### src/rtl/divider_arbiter.sv
// divider_arbiter
// Shares one iterative divider between two requesters, A and B, with
// round-robin arbitration. It latches the winner's operands, runs the
// divider's Start/Ack handshake, and returns the result on the winner's
// own Done/Ack handshake. A zero divisor is answered locally, because the
// divider would never finish with Y=0.
//
// Ports
//   i_Clk, i_Reset              clock (rising edge), synchronous active-low reset
//   i_ReqA/B, i_XA/YA, i_XB/YB  requests and their dividend/divisor
//   i_AckA/B                    requester acknowledges its result
//   o_DoneA/B, o_QuoA/B, o_RemA/B  per-requester result and valid flag
//   o_DivZero                   last transaction had a zero divisor
//   o_Owner                     0=A, 1=B; current or most recent grant
//   o_Busy                      arbiter is not idle
//   o_LastCycles                cycles the last transaction spent waiting on the divider
//   o_Div_Xin/Yin, o_Div_Start, o_Div_Ack  divider operands and handshake
//   i_Div_Done, i_Div_Quotient, i_Div_Remainder  divider status and results
module divider_arbiter #(
   parameter int WIDTH = 4,
   parameter int CNT_W = 6
) (
   input  logic             i_Clk,
   input  logic             i_Reset,
   input  logic             i_ReqA,
   input  logic             i_ReqB,
   input  logic [WIDTH-1:0] i_XA,
   input  logic [WIDTH-1:0] i_YA,
   input  logic [WIDTH-1:0] i_XB,
   input  logic [WIDTH-1:0] i_YB,
   input  logic             i_AckA,
   input  logic             i_AckB,
   output logic             o_DoneA,
   output logic             o_DoneB,
   output logic [WIDTH-1:0] o_QuoA,
   output logic [WIDTH-1:0] o_QuoB,
   output logic [WIDTH-1:0] o_RemA,
   output logic [WIDTH-1:0] o_RemB,
   output logic             o_DivZero,
   output logic             o_Owner,
   output logic             o_Busy,
   output logic [CNT_W-1:0] o_LastCycles,
   output logic [WIDTH-1:0] o_Div_Xin,
   output logic [WIDTH-1:0] o_Div_Yin,
   output logic             o_Div_Start,
   output logic             o_Div_Ack,
   input  logic             i_Div_Done,
   input  logic [WIDTH-1:0] i_Div_Quotient,
   input  logic [WIDTH-1:0] i_Div_Remainder
);

   typedef enum logic [4:0] {
      IDLE  = 5'b00001,
      START = 5'b00010,
      WAIT  = 5'b00100,
      ACK   = 5'b01000,
      HOLD  = 5'b10000
   } StateT;

   StateT            r_state;
   StateT            w_nextState;
   logic             r_lastServed;
   logic             r_owner;
   logic             r_divZero;
   logic [WIDTH-1:0] r_xin;
   logic [WIDTH-1:0] r_yin;
   logic [WIDTH-1:0] r_quoA;
   logic [WIDTH-1:0] r_remA;
   logic [WIDTH-1:0] r_quoB;
   logic [WIDTH-1:0] r_remB;
   logic [CNT_W-1:0] r_lastCycles;

   logic             w_anyReq;
   logic             w_pickB;
   logic             w_grant;
   logic [WIDTH-1:0] w_winX;
   logic [WIDTH-1:0] w_winY;
   logic             w_ownerAck;

   // Arbitration: a lone requester wins; on a tie B wins only if A was served
   // last. A done divider left over in IDLE is acknowledged first, so no
   // grant is issued in that cycle.
   assign w_anyReq   = i_ReqA | i_ReqB;
   assign w_pickB    = i_ReqB & (~i_ReqA | ~r_lastServed);
   assign w_grant    = w_anyReq & ~i_Div_Done;
   assign w_winX     = w_pickB ? i_XB : i_XA;
   assign w_winY     = w_pickB ? i_YB : i_YA;
   assign w_ownerAck = r_owner ? i_AckB : i_AckA;

   // State register.
   always_ff @(posedge i_Clk) begin
      if (!i_Reset) begin
         r_state <= IDLE;
      end else begin
         r_state <= w_nextState;
      end
   end

   // Next-state logic. A zero divisor skips the divider and goes straight to
   // HOLD with a locally generated result.
   always_comb begin
      w_nextState = r_state;
      case (r_state)
         IDLE: begin
            if (w_grant) begin
               w_nextState = (w_winY == '0) ? HOLD : START;
            end
         end
         START:   w_nextState = WAIT;
         WAIT:    if (i_Div_Done) w_nextState = ACK;
         ACK:     w_nextState = HOLD;
         HOLD:    if (w_ownerAck) w_nextState = IDLE;
         default: w_nextState = IDLE;
      endcase
   end

   // Output decode. Div_Ack is also raised in IDLE while the divider still
   // reports Done, which walks a stranded divider back to its initial state.
   always_comb begin
      o_Div_Start = 1'b0;
      o_Div_Ack   = 1'b0;
      o_DoneA     = 1'b0;
      o_DoneB     = 1'b0;
      o_Busy      = (r_state != IDLE);
      case (r_state)
         IDLE:  o_Div_Ack   = i_Div_Done;
         START: o_Div_Start = 1'b1;
         ACK:   o_Div_Ack   = 1'b1;
         HOLD: begin
            o_DoneA = ~r_owner;
            o_DoneB = r_owner;
         end
         default: ;
      endcase
   end

   // Datapath: operand latch at grant, wait-cycle counter, result capture into
   // the owner's registers only, and the round-robin pointer update on the
   // owner's acknowledge. The pointer resets to "B served last" so A wins the
   // first tie.
   always_ff @(posedge i_Clk) begin
      if (!i_Reset) begin
         r_lastServed <= 1'b1;
         r_owner      <= 1'b0;
         r_divZero    <= 1'b0;
         r_xin        <= '0;
         r_yin        <= '0;
         r_quoA       <= '0;
         r_remA       <= '0;
         r_quoB       <= '0;
         r_remB       <= '0;
         r_lastCycles <= '0;
      end else begin
         case (r_state)
            IDLE: begin
               if (w_grant) begin
                  r_owner      <= w_pickB;
                  r_xin        <= w_winX;
                  r_yin        <= w_winY;
                  r_lastCycles <= '0;
                  if (w_winY == '0) begin
                     r_divZero <= 1'b1;
                     if (w_pickB) begin
                        r_quoB <= '1;
                        r_remB <= w_winX;
                     end else begin
                        r_quoA <= '1;
                        r_remA <= w_winX;
                     end
                  end
               end
            end
            WAIT: begin
               if (r_lastCycles != '1) begin
                  r_lastCycles <= r_lastCycles + CNT_W'(1);
               end
               if (i_Div_Done) begin
                  r_divZero <= 1'b0;
                  if (r_owner) begin
                     r_quoB <= i_Div_Quotient;
                     r_remB <= i_Div_Remainder;
                  end else begin
                     r_quoA <= i_Div_Quotient;
                     r_remA <= i_Div_Remainder;
                  end
               end
            end
            HOLD: begin
               if (w_ownerAck) begin
                  r_lastServed <= r_owner;
               end
            end
            default: ;
         endcase
      end
   end

   assign o_QuoA       = r_quoA;
   assign o_RemA       = r_remA;
   assign o_QuoB       = r_quoB;
   assign o_RemB       = r_remB;
   assign o_DivZero    = r_divZero;
   assign o_Owner      = r_owner;
   assign o_LastCycles = r_lastCycles;
   assign o_Div_Xin    = r_xin;
   assign o_Div_Yin    = r_yin;

endmodule

### config.mk
export PLATFORM = sky130hd
export DESIGN_NAME = divider_arbiter
export DESIGN_NICKNAME = d
export VERILOG_FILES = /design/src/rtl/divider_arbiter.sv
export SDC_FILE = /design/constraint.sdc
export NUM_CORES = 1
export LEC_CHECK = 0
export CELL_PAD_IN_SITES_DETAIL_PLACEMENT = 1
export CELL_PAD_IN_SITES_GLOBAL_PLACEMENT = 2
export CORE_ASPECT_RATIO = 1.75
export CORE_MARGIN = 1.5
export CORE_UTILIZATION = 28
export DETAILED_ROUTE_END_ITERATION = 7
export PLACE_DENSITY = 0.83
export SYNTH_ARGS = -nofsm -noshare
export SYNTH_HDL_FRONTEND = slang
export SYNTH_SLANG_ARGS = --single-unit
export TNS_END_PERCENT = 1
### constraint.sdc
create_clock -name i_Clk -period 2.68 [get_ports i_Clk]
set_input_delay 0.804 -clock i_Clk [delete_from_list [all_inputs] [get_ports i_Clk]]
set_output_delay 0.804 -clock i_Clk [all_outputs]
set_load 0.005 [all_outputs]
== Word-level counts from Yosys, hierarchy flattened ==
Cells that the tools add are included.

* Input port bits: 31
* Flip-flop bits (word level): 38

* Eq/ne operators: 16
* Bitwise operators: 8
* $add $sub $neg: 1
* Reduce and logical (&&, ||, !) cells: 9
* Mux-type cells: 43

{| class="wikitable"
|+ Operators by type and width
! operator !! number
|-
| two-way mux 4 bit || 22
|-
| case mux 4 bit (2 select lines) || 4
|-
| case mux 5 bit (5 select lines) || 1
|-
| two-way mux 5 bit || 4
|-
| inequality test 2 bit, second input constant || 9
|-
| two-way mux 6 bit || 2
|-
| case mux 6 bit (2 select lines) || 1
|-
| AND reduction 6 bit || 2
|-
| two-way mux 1 bit || 7
|-
| adder 6 x 1 -> 6 bit, second input constant || 1
|-
| inequality test 6 bit, second input constant || 1
|-
| AND reduction 3 bit || 2
|-
| equality test 5 x 1 -> 1 bit, second input constant || 1
|-
| equality test 5 x 2 -> 1 bit, second input constant || 1
|-
| equality test 5 x 3 -> 1 bit, second input constant || 1
|-
| equality test 5 x 4 -> 1 bit, second input constant || 1
|-
| equality test 5 bit, second input constant || 1
|-
| inequality test 5 x 1 -> 1 bit, second input constant || 1
|-
| zero test 4 bit || 1
|-
| inverter 1 bit || 4
|-
| case mux 1 bit (2 select lines) || 2
|-
| AND reduction 2 bit || 2
|-
| AND reduction 4 bit || 1
|-
| bitwise AND 1 bit || 2
|-
| other kinds (2) || 3
|}

== Logic depth before layout (Yosys ltp) ==
Gate-level depths: netlist of the first run.

* Word-level depth: 8
* Gate-level depth with buffers: 7
* Gate-level depth less buffers: 6

== Worst setup path before layout of the first run ==
OpenSTA, ideal clock, no wires.

* Path kind: in2reg
* Start: input i_ReqB
* End: register r_quoB[3] (netlist: o_QuoB[3])
* Stages on the path: 5
* Data arrival time: 1883 ps
* Path slack: 678 ps
* Cells stage by stage: a21boi_2 mux2i_1 o21a_4 nor2_8 o221a_2

* Longest elaborated chain between the ends: 5
* Elaborated cells between the ends (all ways): 9
* Those cells by class: eq/ne: 3; mux: 1; bitwise: 3; reduce/logical: 2

{| class="wikitable"
|+ RTL lines
! element !! line !! text
|-
| start: declaration || 26 || <nowiki>input logic i_ReqB,</nowiki>
|-
| bitwise AND 1 bit || 84 || <nowiki>assign w_pickB = i_ReqB & (~i_ReqA | ~r_lastServed);</nowiki>
|-
| two-way mux 4 bit || 87 || <nowiki>assign w_winY = w_pickB ? i_YB : i_YA;</nowiki>
|-
| zero test 4 bit || 161 || <nowiki>if (w_winY == '0) begin</nowiki>
|-
| inequality test 2 bit (no line) || -- ||
|-
| AND reduction 6 bit (no line) (*) || -- ||
|-
| end signal: assignment || 180 || <nowiki>r_quoB <= i_Div_Quotient;</nowiki>
|-
| end: declaration || 69 || <nowiki>logic [WIDTH-1:0] r_quoB;</nowiki>
|}

Mark *: on every way between the ends. The rest lies on a longest branch, timed or not.
A chain may end at the register's enable or synchronous reset.

== Worst setup path after layout of the first run ==
* Start: input i_Div_Done
* End: output o_Div_Ack

* Longest elaborated chain between the ends: 1

{| class="wikitable"
|+ RTL lines
! element !! line !! text
|-
| start: declaration || 47 || <nowiki>input logic i_Div_Done,</nowiki>
|-
| case mux 1 bit (2 select lines) || 125 || <nowiki>case (r_state)</nowiki>
|-
| end: declaration || 46 || <nowiki>output logic o_Div_Ack,</nowiki>
|}

No other way between the ends.

==> reports/qor.csv, run 1 <==
stage,metric,value,unit
run_status,status,"complete, no violations",
hold_path,Hold Path Class,flop to flop,
clocking,Clock Path Buffers,2,
place,IO buf count,67,
drt,number of remaining DRC errors,0,
clocking,Setup Buffers After CTS,0,
power_and_ir_drop,Pwr per Cell Area,547.8,mW/mm2
global_routing,GR Overflow Total,0,
synthesis,Yosys top cell by area,dfxtp_1,
global_routing,Total GRT Usage,0.1463,
synthesis,post-synth cell types,46,
critical_path,crit path launch type,primary input,
drt,DRT iter0 DRCs,38,
clocking,H-tree depth,2,
floorplanning,die span in y,111.7,um
drt,DRT Pass-1 Iters,4,
synthesis,"Primary FF master, synth",dfxtp_1,
cells_and_area,antenna cell count,0,
synthesis,post-synth top area share,0.4026,
cells_and_area,Final nets,301,
sta,f_max,393.4,MHz
drt,final wirelength,5142,um
cells_and_area,Sequential Area,760.7,um2
clocking,Num Clock Sinks,38,
power_and_ir_drop,Pwr Total,1.564,mW
clocking,"CTS clk-pin slew, worst paths",0.06,ns
place,Post-DP HPWL,3984,um
floorplanning,die footprint,0.007269,mm2
sta,Tmin final,2.542,ns
power_and_ir_drop,Comb power frac,0.184,
critical_path,CP max-delay cell,clkdlybuf4s50_1,
floorplanning,Site Rows,39,
power_and_ir_drop,cell-internal power,1.185,mW
clocking,clk_lat worst skew,0.27,ns
critical_path,Crit Path Max Fanout,2,
clocking,CTS tree,done,
sta,RSZ-0062 raised after global routing,false,
critical_path,"Cell Chain, Critical Path","clkdlybuf4s50_1, inv_1, o22ai_1, dlygate4sd2_1",
drt,Via density,5.011,
power_and_ir_drop,clock network fraction of total power,0.424,
sta,Fin Clk Skew,0.003490,ns
floorplanning,Core Box Area,0.006539,mm2
power_and_ir_drop,VDD IR-drop max,358.2,uV
power_and_ir_drop,Psw,0.3789,mW
synthesis,Syn Inst Count,195,
power_and_ir_drop,Sw Share,0.2422,
cells_and_area,P&R area growth vs syn,51.13,%
synthesis,"Seq/Total Area, Yosys",0.4026,
synthesis,leading post-synthesis cells by cell area,"dfxtp_1, mux2i_1, nand2_1, o221a_2, o211a_1",
global_routing,largest net degree at the start of global routing,39,
critical_path,WP data required,1.88,ns
drt,Avg WL per Cell,14.61,um
cells_and_area,layout cells sized above 1,0.1407,
synthesis,synthesized net count,227,
cells_and_area,FILL cells,762,
cells_and_area,multi-input logic area,0.001079,mm2
power_and_ir_drop,Pleak,1.126,nW
synthesis,"flops & latches, synth",38,
sta,Final Hold Fails,0,
critical_path,Critical Path AT,1.74,ns
synthesis,Post-Syn Area,0.001889,mm2
sta,normalized max-slew margin,0.5458,
run,max cap viols,0,
synthesis,Syn. warnings,0,
global_routing,first-pass GRT wire length,8362,um
global_routing,initial antenna violation count,0,
cells_and_area,Util after Layout,0.4367,
clocking,root buffer cell,clkbuf_16,
critical_path,crit path capture type,output pin,
drt,vias after detailed routing,1764,
drt,Final ANT Viol Nets,0,
sta,final period utilization,0.9485,
global_routing,vias in the first global route,1837,
critical_path,largest stage delay on the critical path,0.48,ns
floorplanning,Die X,65.10,um
sta,worst slew pin tran,0.6796,ns
critical_path,crit path kind,primary input to output pin,
sta,"Slew Viols, Final",0,
place,gpl congestion,0.7251,
synthesis,average size of a mapped cell,9.689,um2
synthesis,Async SR Flop Fraction,0,
clocking,TritonCTS buffer count,5,
floorplanning,Ports,68,
power_and_ir_drop,register share of total power,0.392,
sta,final setup fails,0,
floorplanning,Initial Util,0.2889,
synthesis,number of synthesized flops with an enable pin,0,
-- cell usage after synthesis, types with 3 or more instances --
| cell type | n |
|---|---|
| nor4_1 | 3 |
| o211a_1 | 8 |
| mux2i_1 | 21 |
| nand2_1 | 31 |
| clkbuf_1 | 4 |
| dfxtp_1 | 38 |
| o221a_2 | 8 |
| o211ai_1 | 5 |
| xnor2_1 | 4 |
| a21oi_1 | 3 |
| nor2b_1 | 5 |
| or2_2 | 4 |
| o21ai_0 | 7 |
| a211oi_1 | 3 |
| nand3_1 | 4 |
| nor2_1 | 10 |
-- per-stage QoR --
stage / hold WS, ns / TNS, ns / area, um2 / worst slack [ns] / instances
2_1_floorplan: 0.4511 / 0 / 1889 / 0.6778 / 195
3_3_place_gp: 0.4521 / -0.1189 / 2691 / -0.1189 / 344
3_5_place_dp: 0.4647 / -0.1421 / 2691 / -0.1421 / 344
4_1_cts: 0.4731 / 0 / 2855 / 0.1287 / 352
5_1_grt: 0.4874 / 0 / 2855 / 0.05187 / 352
6_report: 0.4652 / 0 / 2855 / 0.1380 / 352
-- final cells by class --
type / count / share of cell area
clock buffer: 5 / 0.04382
timing repair buffer: 74 / 0.2572
sequential: 38 / 0.2664
inverter: 3 / 0.004820
tap: 82 / 0.03593
clock inverter: 3 / 0.01402
multi-input combinational: 147 / 0.3777
-- what timing repair did --
action	4_1_cts	5_1_grt
setup endpoints to repair	1	0
gates resized for setup	1	0
hold buffers	0	0
-- worst paths after layout --
check        startpoint         to  slack [ns]  depth (start not counted)
max          i_Div_Done  o_Div_Ack        0.14                          4
min           o_RemA[2]  o_RemA[2]        0.47                          2
max reg2reg  r_state[2]  o_QuoA[0]        0.65                          5
min reg2reg   o_RemA[2]  o_RemA[2]        0.47                          2
-- power by group through the flow --
stage	logic [mW]	registers (mW)	clock network (mW)
5_1_grt	0.313	0.617	0.700
2_1_floorplan	0.153	0.623	0
6_report	0.288	0.613	0.664
4_1_cts	0.294	0.614	0.681
3_5_place_dp	0.293	0.626	0
3_3_place_gp	0.290	0.626	0
-- placed cells by master (no fill, tap or decap), types with 2 or more instances in the layout --
master	n
clkdlybuf4s50_1	66
dfxtp_1	38
nand2_1	31
mux2i_1	21
nor2_1	10
o211a_1	8
o221a_2	8
o21ai_0	7
buf_4	6
nor2b_1	5
o211ai_1	5
clkbuf_16	5
or2_2	4
nand3_1	4
xnor2_1	4
nor4_1	3
a21oi_1	3
a211oi_1	3
inv_1	2
o22ai_1	2
nand2b_1	2
and3_1	2
nor2_8	2
or3_1	2
clkinv_2	2
-- layer usage --
layer	GRT usage	share of wire
met3	0.03737	0.047
met5	0	0
met2	0.2873	0.58
met1	0.1431	0.37
met4	0.04583	0.0095
-- state kept, by name, indices dropped and copies added (netlist names), 4 cells and up --
name / flops
o_LastCycles: 6
r_state: 5
o_Div_Xin: 4
o_Div_Yin: 4
o_QuoA: 4
o_QuoB: 4
o_RemA: 4
o_RemB: 4
-- cells by family after synthesis --
logic type | synth area share
xor gates and xnor gates | 0.02318
AOI/OAI and AO/OA | 0.2166
adders and majority gates | 0.006621
muxes | 0.1113
and+or+nand+nor | 0.2133
buffers and inverters | 0.02649
DFF | 0.4026
-- worst max-delay path: cells and delay by family --
kind | cells | cell delay (ns)
buf+inv | 3 | 0.79
compound gates | 1 | 0.15
(Power assumes the default switching activity.)
==> inputs of run 2 (changes only) <==
--- a/config.mk
+++ b/config.mk
@@ -7,11 +7,12 @@
 export LEC_CHECK = 0
 export CELL_PAD_IN_SITES_DETAIL_PLACEMENT = 1
 export CELL_PAD_IN_SITES_GLOBAL_PLACEMENT = 2
-export CORE_ASPECT_RATIO = 1.75
+export CORE_ASPECT_RATIO = 1.2
 export CORE_MARGIN = 1.5
-export CORE_UTILIZATION = 28
+export CORE_UTILIZATION = 29
+export CTS_BUF_LIST = sky130_fd_sc_hd__clkbuf_4
 export DETAILED_ROUTE_END_ITERATION = 7
-export PLACE_DENSITY = 0.83
+export PLACE_DENSITY = 0.86
 export SYNTH_ARGS = -nofsm -noshare
 export SYNTH_HDL_FRONTEND = slang
 export SYNTH_SLANG_ARGS = --single-unit
==> reports/qor.csv, run 2 (synthesis results as in run 1) <==
stage,metric,value,unit
run_status,status,"complete, no violations",
sta,normalized max-slew margin,0.5408,
sta,"Slew Viols, Final",0,
global_routing,vias in the first global route,1817,
clocking,Post-CTS Hold Buffers,0,
clocking,Setup Buffers After CTS,0,
cells_and_area,post-route cell area,0.002771,mm2
critical_path,CP Buf/Inv Count,1,
critical_path,Crit path max-delay family,simple AND/OR/NAND/NOR gates,
global_routing,met2 usage,0.2832,
cells_and_area,layout cells sized above 1,0.1722,
floorplanning,Site Rows,32,
power_and_ir_drop,Pleak,1.082,nW
floorplanning,die span in y,91.42,um
critical_path,R2R Path Start,r_state[3],
drt,Avg WL per Cell,14.20,um
critical_path,crit path capture type,output pin,
global_routing,GR Overflow Total,0,
critical_path,crit path to,o_DoneB,
clocking,Clock Path Buffers,2,
cells_and_area,Non-Filler Instances,358,
drt,DRT iter0 DRCs,64,
sta,hold slack final,0.4702,ns
floorplanning,Die X,76.68,um
place,"Cell Area, Placed",0.002705,mm2
drt,Final ANT Viol Nets,0,
global_routing,Total GRT Usage,0.1523,
critical_path,crit path kind,flop to output pin,
place,IO buf count,67,
cells_and_area,"most common cell after layout, fill and taps aside",clkdlybuf4s50_1,
place,Setup WS pre-CTS,-0.1471,ns
power_and_ir_drop,Psw,0.3550,mW
cells_and_area,P&R area growth vs syn,46.69,%
drt,final wirelength,5084,um
critical_path,R2R cell count,5,
global_routing,GRT busiest layer,met2,
sta,final worst slack,0.1373,ns
power_and_ir_drop,Comb power frac,0.242,
floorplanning,Initial Util,0.2968,
clocking,Num Clock Sinks,38,
critical_path,WP data required,1.88,ns
clocking,"CTS clk-pin slew, worst paths",0.13,ns
power_and_ir_drop,VDD IR-drop max,169.4,uV
sta,Final Hold Fails,0,
critical_path,R2R setup slack,0.68,ns
cells_and_area,FILL cells,741,
clocking,clk_lat worst skew,0.35,ns
cells_and_area,max FFs per register,6,
global_routing,global routing usage on met1,0.1661,
global_routing,initial antenna violation count,0,
sta,final period utilization,0.9488,
sta,final setup fails,0,
place,Inst Count DP,350,
run,max cap viols,0,
sta,RSZ-0062 raised after global routing,false,
global_routing,largest net degree at the start of global routing,33,
sta,Fin Clk Skew,0.01574,ns
drt,DRT Pass-1 Iters,5,
power_and_ir_drop,Pwr per Cell Area,435.4,mW/mm2
place,Post-DP HPWL,3951,um
power_and_ir_drop,Pwr Total,1.207,mW
cells_and_area,Final nets,304,
critical_path,cell count along the critical path,4,
critical_path,crit path launch type,flop,
global_routing,met3 usage,0.04623,
power_and_ir_drop,clock network fraction of total power,0.249,
hold_path,Hold Path Class,flop to flop,
floorplanning,Core Box Area,0.006366,mm2
sta,Tmin final,2.543,ns
clocking,CTS tree,done,
global_routing,first-pass GRT wire length,8542,um
sta,f_max,393.3,MHz
power_and_ir_drop,Sw Share,0.2942,
clocking,H-tree depth,2,
drt,Via density,4.880,
clocking,TritonCTS buffer count,5,
power_and_ir_drop,register share of total power,0.509,
critical_path,largest stage delay on the critical path,0.50,ns
floorplanning,die footprint,0.007010,mm2
critical_path,Worst Setup SP,r_state[3],
drt,number of remaining DRC errors,0,
clocking,root buffer cell,clkbuf_4,
cells_and_area,antenna cell count,0,
critical_path,CP max-delay cell,clkdlybuf4s50_1,
floorplanning,Ports,68,
critical_path,Crit Path Max Fanout,6,
critical_path,Critical Path AT,1.74,ns
cells_and_area,most frequent cells in the layout,"clkdlybuf4s50_1, dfxtp_1, nand2_1",
critical_path,"Cell Chain, Critical Path","nor2_1, and3_4, and2_1, clkdlybuf4s50_1",
drt,vias after detailed routing,1747,
sta,worst slew pin tran,0.6871,ns
critical_path,Critical R2R Capture,o_QuoA[3],
power_and_ir_drop,cell-internal power,0.8518,mW
place,gpl congestion,0.7949,
-- run 2: changes by cell type in the layout (fill, tap and decap cells not counted), sizes merged --
cell      change
buf           +3
bufinv        -1
clkinvlp      +1
-- run 2: worst min-delay path by stage --
stage | start | end | cells past startpoint
5_1_grt | o_RemA[0] | o_RemA[0] | 2
3_5_place_dp | o_RemA[0] | o_RemA[0] | 2
3_3_place_gp | o_RemA[0] | o_RemA[0] | 2
6_report | o_RemA[1] | o_RemA[1] | 2
4_1_cts | o_RemA[0] | o_RemA[0] | 2
2_1_floorplan | o_RemA[0] | o_RemA[0] | 2
-- run 2: layer usage --
metal / up-vias / wire length (um)
met5: - / 0
met4: 0 / 55
met3: 5 / 268
met2: 42 / 2656
met1: 835 / 2103
li1: 865 / -
-- run 2: tightest hold or removal path: cells and delay by family (launching register included) --
kind	cells	cell delay, ns
muxes	1	0.05
and+or+nand+nor	1	0.05
DFF	1	0.33
-- run 2: power groups by stage --
stage                     Sequential (mW)  Combinational [mW]  Clock (mW)
final                               0.614               0.292       0.300
after global routing                0.620               0.319       0.336
after CTS                           0.614               0.296       0.312
after detailed placement            0.626               0.297           0
after global placement              0.626               0.293           0
after floorplan                     0.623               0.153           0
-- run 2: final cells by class --
| class | instances | area (um2) | area share |
|---|---|---|---|
| well taps | 85 | 106.4 | 0.03837 |
| inverters | 3 | 13.76 | 0.004966 |
| flip-flops and latches | 38 | 767.0 | 0.2767 |
| repair buffers | 77 | 744.5 | 0.2686 |
| clock inverters | 3 | 16.27 | 0.005869 |
| clock buffers | 5 | 37.54 | 0.01354 |
| multi-input cells | 147 | 1086 | 0.3919 |
-- run 2: per-stage QoR --
stage	TNS [ns]	util
6_report	0	0.4353
3_5_place_dp	-0.1471	0.4249
3_3_place_gp	-0.1193	0.4249
5_1_grt	0	0.4353
4_1_cts	0	0.4332
2_1_floorplan	0	-
-- run 2: timing repair --
action	in CTS	in global routing
setup endpoints to repair	1	3
hold endpoints to repair	0	0
gates cloned	0	0
gates resized for setup	1	8
==> inputs of run 3 (changes only) <==
--- a/config.mk
+++ b/config.mk
@@ -5,14 +5,17 @@
 export SDC_FILE = /design/constraint.sdc
 export NUM_CORES = 1
 export LEC_CHECK = 0
+export CAP_MARGIN = 20
 export CELL_PAD_IN_SITES_DETAIL_PLACEMENT = 1
 export CELL_PAD_IN_SITES_GLOBAL_PLACEMENT = 2
 export CORE_ASPECT_RATIO = 1.2
 export CORE_MARGIN = 1.5
-export CORE_UTILIZATION = 29
+export CORE_UTILIZATION = 39
 export CTS_BUF_LIST = sky130_fd_sc_hd__clkbuf_4
 export DETAILED_ROUTE_END_ITERATION = 7
-export PLACE_DENSITY = 0.86
+export DONT_BUFFER_PORTS = 1
+export PLACE_DENSITY = 0.81
+export RECOVER_POWER = 100
 export SYNTH_ARGS = -nofsm -noshare
 export SYNTH_HDL_FRONTEND = slang
 export SYNTH_SLANG_ARGS = --single-unit
==> reports/qor.csv, run 3 (synthesis results as in run 1) <==
stage,metric,value,unit
clocking,"CTS clk-pin slew, worst paths",0.13,ns
sta,RSZ-0062 raised after global routing,false,
critical_path,R2R Path Start,r_state[0],
place,IO buf count,0,
place,Post-DP HPWL,3421,um
drt,Final ANT Viol Nets,0,
drt,DRT Pass-1 Iters,4,
drt,final wirelength,4572,um
global_routing,met2 usage,0.3170,
global_routing,largest net degree at the start of global routing,39,
critical_path,crit path launch type,flop,
sta,final setup fails,0,
power_and_ir_drop,Pleak,0.7775,nW
drt,Via density,5.855,
cells_and_area,most frequent cells in the layout,"dfxtp_1, nand2_1, mux2i_1",
floorplanning,die span in y,79.25,um
global_routing,global routing usage on met1,0.2108,
drt,Avg WL per Cell,17.93,um
cells_and_area,FILL cells,528,
cells_and_area,"most common cell after layout, fill and taps aside",dfxtp_1,
cells_and_area,max FFs per register,6,
critical_path,WP data required,2.97,ns
global_routing,Total GRT Usage,0.1817,
critical_path,Critical Path AT,2.62,ns
global_routing,GR Overflow Total,0,
floorplanning,Ports,68,
global_routing,met3 usage,0.05524,
clocking,CTS resizes,0,
drt,DRT iter0 DRCs,62,
clocking,root buffer cell,clkbuf_4,
sta,final period utilization,0.8691,
cells_and_area,P&R area growth vs syn,4.702,%
floorplanning,Initial Util,0.4082,
global_routing,first-pass GRT wire length,7341,um
clocking,H-tree depth,2,
clocking,Num Clock Sinks,38,
drt,number of remaining DRC errors,0,
critical_path,R2R cell count,5,
sta,Final Hold Fails,0,
clocking,TritonCTS buffer count,5,
cells_and_area,layout cells sized above 1,0.1371,
clocking,Clock Path Buffers,2,
hold_path,Hold Path Class,flop to flop,
sta,normalized max-slew margin,0.2504,
sta,setup tns final,0,ns
run_status,status,"complete, no violations",
global_routing,initial antenna violation count,0,
clocking,Setup Buffers After CTS,0,
clocking,CTS tree,done,
drt,vias after detailed routing,1493,
cells_and_area,Final nets,228,
critical_path,crit path capture type,flop,
sta,f_max,429.4,MHz
critical_path,R2R setup slack,0.35,ns
floorplanning,Site Rows,27,
global_routing,vias in the first global route,1532,
clocking,Post-CTS Hold Buffers,0,
critical_path,crit path to,o_QuoA[0],
global_routing,GRT busiest layer,met2,
place,gpl congestion,0.7864,
run,max cap viols,0,
clocking,clk_lat worst skew,0.35,ns
power_and_ir_drop,VDD IR-drop max,312.0,uV
floorplanning,Die X,66.54,um
floorplanning,Core Box Area,0.004628,mm2
power_and_ir_drop,Pwr per Cell Area,637.3,mW/mm2
critical_path,Critical R2R Capture,o_QuoA[0],
cells_and_area,Sequential Area,760.7,um2
floorplanning,die footprint,0.005273,mm2
cells_and_area,antenna cell count,0,
sta,worst slew pin tran,1.120,ns
critical_path,crit path kind,flop to flop,
critical_path,Crit Path Max Fanout,18,
critical_path,Worst Setup SP,r_state[0],
cells_and_area,multi-input logic area,0.001017,mm2
sta,Tmin final,2.329,ns
sta,Fin Clk Skew,0.02285,ns
cells_and_area,Util after Layout,0.4274,
sta,"Slew Viols, Final",0,
## run 3: worst min path at each step
stage	startpoint	to	slack, ns	cells past startpoint
6_report	o_RemA[0]	o_RemA[0]	0.49	2
5_1_grt	o_RemB[0]	o_RemB[0]	0.52	2
3_5_place_dp	o_RemA[0]	o_RemA[0]	0.47	2
2_1_floorplan	o_RemA[0]	o_RemA[0]	0.45	2
3_3_place_gp	o_RemA[1]	o_RemA[1]	0.47	2
4_1_cts	o_RemA[0]	o_RemA[0]	0.49	2
## run 3: metrics by stage
step	total power [mW]	worst slack [ns]	std cells	area, um2	hold slack [ns]
2_1_floorplan	0.7760	0.6778	195	1889	0.4511
3_3_place_gp	0.7966	0.5172	247	1933	0.4673
3_5_place_dp	0.8047	0.4694	247	1933	0.4661
4_1_cts	1.302	0.3586	255	2039	0.4904
5_1_grt	1.332	0.1825	255	1978	0.5152
6_report	1.261	0.3509	255	1978	0.4898
## run 3: power breakdown
group / switching, mW / total, mW / leakage [nW] / internal (mW)
clock: 0.201 / 0.493 / 0.0554 / 0.292
sequential: 0.0270 / 0.618 / 0.309 / 0.591
combinational: 0.0834 / 0.149 / 0.413 / 0.0655
total: 0.312 / 1.26 / 0.777 / 0.949
## run 3: layout make-up
cell class,instances,area share
inverter,3,0.006958
timing repair buffer,1,0.003795
clock buffer,5,0.01898
multi-input combinational,147,0.5142
sequential,38,0.3846
tap,58,0.03669
clock inverter,3,0.03479
## run 3: critical path, stage by stage (launching register included)
cell	delay, ns
dfxtp_1	0.42
and2b_1	0.24
nand2_1	0.42
o22ai_1	0.31
nor2_1	0.61
o221a_2	0.30
## run 3: routing by layer
layer,share of wire,vias to the layer above
li1,-,712
met1,0.40,726
met2,0.52,51
met3,0.070,4
met4,0.0085,0
met5,0,-
